$ cat config.mk
export PLATFORM = sky130hd
export DESIGN_NAME = div_seq16
export DESIGN_NICKNAME = d
export VERILOG_FILES = /design/src/rtl/div_pkg.sv /design/src/rtl/div_shift_reg.sv /design/src/rtl/div_seq16.sv
export SDC_FILE = /design/constraint.sdc
export NUM_CORES = 1
export LEC_CHECK = 0
export ABC_AREA = 1
export CORE_AREA = 2 2 108 110
export CTS_BUF_LIST = sky130_fd_sc_hd__clkbuf_4 sky130_fd_sc_hd__clkbuf_8
export CTS_CLUSTER_DIAMETER = 100
export DETAILED_ROUTE_END_ITERATION = 10
export DIE_AREA = 0 0 110 112
export MAX_ROUTING_LAYER = met4
export PLACE_DENSITY = 0.77
export SKIP_LAST_GASP = 1
export SYNTH_ARGS = -nofsm -noshare
export SYNTH_HDL_FRONTEND = slang
export SYNTH_SLANG_ARGS = --single-unit
$ cat constraint.sdc
create_clock -name clk -period 1.3 [get_ports clk]
set_input_delay 0.26 -clock clk [delete_from_list [all_inputs] [get_ports clk]]
set_output_delay 0.26 -clock clk [all_outputs]
set_load 0.01 [all_outputs]
$ cat src/rtl/div_pkg.sv
// Shared types and sizing for the sequential restoring divider.
// The quotient bit count always equals the operand width.
package div_pkg;

  localparam int DIV_WIDTH = 16;
  localparam int DIV_BITS  = 16;

  typedef enum logic [1:0] {
    IDLE = 2'd0,
    SUB  = 2'd1,
    WAIT = 2'd2,
    DONE = 2'd3
  } div_state_t;

endpackage

$ cat src/rtl/div_shift_reg.sv
// Quotient/remainder shift datapath: load on start, shift + 17-bit compare per bit, restore on commit.
// Registered state only; subtractor operands are muxed live during the shift cycle and held otherwise.
module div_shift_reg #(
  parameter int WIDTH = 16
) (
  input  logic             clk,
  input  logic             rst,
  input  logic             load,
  input  logic             shift,
  input  logic             commit,
  input  logic [WIDTH-1:0] dividend,
  input  logic [WIDTH-1:0] divisor,
  input  logic [WIDTH-1:0] sub_result,
  output logic [WIDTH-1:0] sub_a,
  output logic [WIDTH-1:0] sub_b,
  output logic [WIDTH-1:0] q_next,
  output logic [WIDTH-1:0] rem_next
);

  logic [WIDTH-1:0] q_reg;
  logic [WIDTH-1:0] d_reg;
  logic [WIDTH-1:0] rem;
  logic [WIDTH-1:0] sh_lo;
  logic [WIDTH-1:0] b_hold;
  logic [WIDTH:0]   rem_sh;
  logic             ge;

  assign rem_sh = {rem, q_reg[WIDTH-1]};

  // The shifted remainder can reach 2^WIDTH, so the compare needs the extra bit
  // that the subtractor itself does not report.
  always_ff @(posedge clk) begin
    if (!rst) begin
      q_reg  <= '0;
      d_reg  <= '0;
      rem    <= '0;
      sh_lo  <= '0;
      b_hold <= '0;
      ge     <= 1'b0;
    end else if (load) begin
      q_reg <= dividend;
      d_reg <= divisor;
      rem   <= '0;
    end else if (shift) begin
      sh_lo  <= rem_sh[WIDTH-1:0];
      b_hold <= d_reg;
      ge     <= (rem_sh >= {1'b0, d_reg});
      q_reg  <= q_reg << 1;
    end else if (commit) begin
      rem   <= rem_next;
      q_reg <= q_next;
    end
  end

  always_comb begin
    q_next   = {q_reg[WIDTH-1:1], ge};
    rem_next = ge ? sub_result : sh_lo;
    sub_a    = shift ? rem_sh[WIDTH-1:0] : sh_lo;
    sub_b    = shift ? d_reg : b_hold;
  end

endmodule

$ cat src/rtl/div_seq16.sv
// Sequential unsigned restoring divider driving an external registered subtractor; 2 cycles/bit nominal, done 33 cycles after accept.
// Stalls in WAIT until sub_flag; start is ignored while busy. Optional DIV_ZERO_DETECT_EN short-circuits a zero divisor.
module div_seq16
  import div_pkg::*;
#(
  parameter int WIDTH = DIV_WIDTH
) (
  input  logic             clk,
  input  logic             rst,
  input  logic             start,
  input  logic [WIDTH-1:0] dividend,
  input  logic [WIDTH-1:0] divisor,
  output logic [WIDTH-1:0] sub_a,
  output logic [WIDTH-1:0] sub_b,
  output logic             sub_en,
  input  logic [WIDTH-1:0] sub_result,
  input  logic             sub_flag,
  output logic [WIDTH-1:0] quotient,
  output logic [WIDTH-1:0] remainder,
  output logic             busy,
  output logic             done,
  output logic             div_zero
);

  localparam logic [3:0] LAST_BIT = 4'(DIV_BITS - 1);

  div_state_t       state, state_nxt;
  logic [3:0]       cnt;
  logic             load, shift, commit, last;
  logic [WIDTH-1:0] q_next, rem_next;

`ifdef DIV_ZERO_DETECT_EN
  logic zero_go;
  logic dz_q;
  assign div_zero = dz_q;
`else
  assign div_zero = 1'b0;
`endif

  assign last = (cnt == LAST_BIT);

  always_comb begin
    state_nxt = state;
    load      = 1'b0;
    shift     = 1'b0;
    commit    = 1'b0;
    sub_en    = 1'b0;
    busy      = (state != IDLE);
    done      = (state == DONE);
`ifdef DIV_ZERO_DETECT_EN
    zero_go   = 1'b0;
`endif
    case (state)
      IDLE: begin
        if (start) begin
          load      = 1'b1;
          state_nxt = SUB;
`ifdef DIV_ZERO_DETECT_EN
          if (divisor == '0) begin
            zero_go   = 1'b1;
            state_nxt = DONE;
          end
`endif
        end
      end
      SUB: begin
        shift     = 1'b1;
        sub_en    = 1'b1;
        state_nxt = WAIT;
      end
      WAIT: begin
        if (sub_flag) begin
          commit    = 1'b1;
          state_nxt = last ? DONE : SUB;
        end
      end
      DONE:    state_nxt = IDLE;
      default: state_nxt = IDLE;
    endcase
  end

  // Results are captured on the edge into DONE so they are valid alongside done.
  always_ff @(posedge clk) begin
    if (!rst) begin
      state     <= IDLE;
      cnt       <= '0;
      quotient  <= '0;
      remainder <= '0;
`ifdef DIV_ZERO_DETECT_EN
      dz_q      <= 1'b0;
`endif
    end else begin
      state <= state_nxt;
      if (load)
        cnt <= '0;
      else if (commit)
        cnt <= cnt + 4'd1;
      if (commit && last) begin
        quotient  <= q_next;
        remainder <= rem_next;
      end
`ifdef DIV_ZERO_DETECT_EN
      dz_q <= zero_go;
      if (zero_go) begin
        quotient  <= '1;
        remainder <= dividend;
      end
`endif
    end
  end

  div_shift_reg #(.WIDTH(WIDTH)) u_shift (
    .clk        (clk),
    .rst        (rst),
    .load       (load),
    .shift      (shift),
    .commit     (commit),
    .dividend   (dividend),
    .divisor    (divisor),
    .sub_result (sub_result),
    .sub_a      (sub_a),
    .sub_b      (sub_b),
    .q_next     (q_next),
    .rem_next   (rem_next)
  );

endmodule

==> results.cfg <==
[worst_setup_path]
critPathLaunch = state[0]$_SDFFE_PN0P_
end_kind = output port
cp-start-kind = flop
critPathArrivalTime_ns = 1.81
rr_startpoint = state[1]$_SDFFE_PN0P_
cp_top_family = buffers and inverters
cp_num_buf_inv = 5
cp_cell_sequence = inv_2 -> nor2_4 -> inv_4 -> buf_12 -> o21ai_4 -> inv_1 -> dlygate4sd2_1
cp_slowest_cell = dfxtp_2
worstPathRequired_ns = 1.04
critPathMaxFanout = 10
worst_path_largest_cell_delay_ns = 0.34
crit_type = flop to output port

[cts]
htreeDepth = 4
clock_sinks = 119
clkTransAtPathRegs_ns = 0.07
cts_root_buf = clkbuf_8
clk_latency_ns = 0.45
clockBufferDepth = 2
cts_inserted_buffers = 17
cts_tree = done
postCtsHoldBufs = 0

[detailed_routing]
ant_nets = 0
firstDrtPassIters = 8
viasPerCell = 5.68
routed_wl_um = 20200
drc = 0
wire_per_inst_um = 19.9
num_vias = 5773
drt_iter0_drc = 616

[placed_design]
place_ws_ns = -0.487
port_buffers = 118
place_congestion = 0.906
dp_hpwl_um = 9890
place_inst = 951

[grt]
grt_pass1_wl_um = 26800
track_usage_pct = 29.3
grt_pass1_vias = 5513
grt_overflow = 0
grt_max_degree = 41
antenna_found_initial = 1

[timing]
maxSlewViolCount = 0
slew_headroom_pct = 63.5
finalClockSkew_ns = 0.0124
fmax_mhz = 482
final_hold_viol_count = 0
min_period_ns = 2.07
setup_viol_count_final = 137
max_slew.worst_pin.slew_ns = 0.542
rsz0062_at_grt = yes
fin_tns_setup_ns = -57.80
post-route-period-util_pct = 160
setup_slack_ns = -0.775

[yosys]
ys_seq_area_share_pct = 46.7
syn_inst = 663
yosys.cell_types.count = 34
synth_area_mm2 = 0.00510
yosysTopAreaCell = dfxtp_1
syn-num-nets = 732
synth_top_cell_area_share_pct = 46.7
yosysWarnings = 0
synth_area_leaders = dfxtp_1 (47%), nand2_1 (7.7%), o21ai_0 (7.5%), nor2_1 (7.0%), inv_1 (5.2%)
ys_ff_latch = 119
syn_avg_cell_area_um2 = 7.69

[layout]
drive_above_1_share_pct = 39.7
area_delta_synth_final_pct = 64.7
nNetsFinal = 930
nFillCells = 663
layout.cells.non_filler = 1016

[die]
rows = 39
fp.dieW_um = 110
start_util_pct = 45.6
die_h_um = 112
dieArea_mm2 = 0.0123
num_io_pins = 120
core_mm2 = 0.0112

[job]
maxCapViolations = 0

[pwr]
power_density_mw_per_mm2 = 1280
ir_drop_v = 0.000663
leakage_nw = 3.64

[hold_path]
hold_start = dividend[5]
hp-class = primary input to flop

[run_status]
outcome = finished, violations left
violations = negative setup slack
worst register-to-register path, cell delays in order (launching register included):
cell and delay, ns:
dfxtp_4 0.36, buf_6 0.11, buf_6 0.10, buf_6 0.10, buf_6 0.12, nor2_4 0.11
inv_2 0.06, nor2_4 0.15, buf_8 0.18, nor2_8 0.08, buf_12 0.14, nand2_1 0.11
a31oi_1 0.12
metrics by stage:
| step | util, % | power, mW | hold WS (ns) | area [um^2] |
|---|---|---|---|---|
| after floorplan | - | 5.22 | 0.395 | 5150 |
| after global placement | 61.6 | 6.26 | 0.464 | 6880 |
| after detailed placement | 61.6 | 6.31 | 0.469 | 6880 |
| after CTS | 71.7 | 10.1 | 0.391 | 8020 |
| after global routing | 75.1 | 11.0 | 0.417 | 8390 |
| final | 75.1 | 10.7 | 0.401 | 8390 |
power by group:
part           internal [mW]  switching [mW]  leakage, nW
logic                   1.42            1.57         2.44
clock network           2.12            1.57        0.213
registers               3.89           0.178        0.981
layout make-up:
class	count	area, um^2	share of cell area (%)
Antenna cell	1	2.50	0.0298
Clock buffer	22	303	3.61
Clock inverter	8	120	1.43
Inverter	76	308	3.67
Multi-Input combinational cell	430	2880	34.3
Sequential cell	119	2420	28.8
Tap cell	143	179	2.13
Timing Repair Buffer	216	2180	25.9
Timing Repair inverter	1	6.26	0.0745
what timing repair did:
action / CTS / global route
setup endpoints to repair: 151 / 155
gates cloned: 7 / 2
resized for setup: 250 / 119
hold endpoints to repair: 0 / 0
pin swaps: 21 / 9
buffers inserted: 20 / 7
cells in the final DEF (no fill, tap or decap), types with 4 or more instances in the layout:
cell type / n
ha_4: 10
inv_2: 19
a21oi_2: 9
dfxtp_1: 93
mux2i_1: 9
nand3_1: 5
clkbuf_2: 10
clkdlybuf4s15_2: 13
o21ai_4: 18
clkbuf_8: 22
buf_16: 4
a211oi_2: 9
clkdlybuf4s15_1: 21
or2_4: 6
nand2_1: 94
buf_4: 68
nand2_2: 9
or2_2: 20
buf_6: 11
dlygate4sd2_1: 19
ha_1: 6
o21ai_2: 27
o21ai_1: 14
nor2_2: 18
clkdlybuf4s50_1: 51
dfxtp_2: 25
nor2_1: 76
buf_12: 11
nor2_4: 6
a31oi_1: 15
o21ai_0: 31
a21oi_1: 32
inv_1: 51
cells in the mapped netlist:
cell,instances
nor2_2,2
buf_6,4
a31oi_1,16
clkinv_1,1
buf_4,6
nor2_8,1
o21ai_1,14
mux2i_1,9
buf_8,1
a211oi_1,9
nor2_1,95
a21oi_1,41
a21o_1,1
nor3b_1,1
nand4_1,1
or2_2,26
nor3_1,1
buf_2,11
nand3_2,1
nand2_2,1
o21ai_0,76
inv_2,5
conb_1,1
ha_1,17
clkbuf_1,17
nand2_1,104
nand3b_1,2
a211oi_2,1
nand3_1,5
dfxtp_1,119
nor2_4,2
a22oi_1,1
xor2_1,1
inv_1,70
cell families after synthesis:
group / Yosys count / synth area share, %
simple gates: 242 / 20.4
compound gates: 159 / 16.7
flops: 119 / 46.7
buf+inv: 115 / 9.99
fa+ha+maj: 17 / 4.17
mux: 9 / 1.77
other cells: 1 / 0.0736
xor+xnor: 1 / 0.172
final timing paths:
check,slack [ns],cells after the start,endpoint
hold reg to reg,0.50,2,quotient[12]$_SDFFE_PN0P_
setup reg to reg,-0.57,12,u_shift.q_reg[14]$_SDFFE_PN0P_
setup / recovery,-0.77,7,sub_b[8]
hold / removal,0.40,3,u_shift.q_reg[5]$_SDFFE_PN0P_
metal layers:
metal / wire length, um / global-route usage, % / up-vias
li1: - / - / 2533
met1: 7690 / 34.6 / 2706
met2: 9480 / 45.9 / 398
met3: 1580 / 5.85 / 136
met4: 1450 / 16.6 / 0
met5: 0 / - / -
Power figures use the tool's default switching activity.
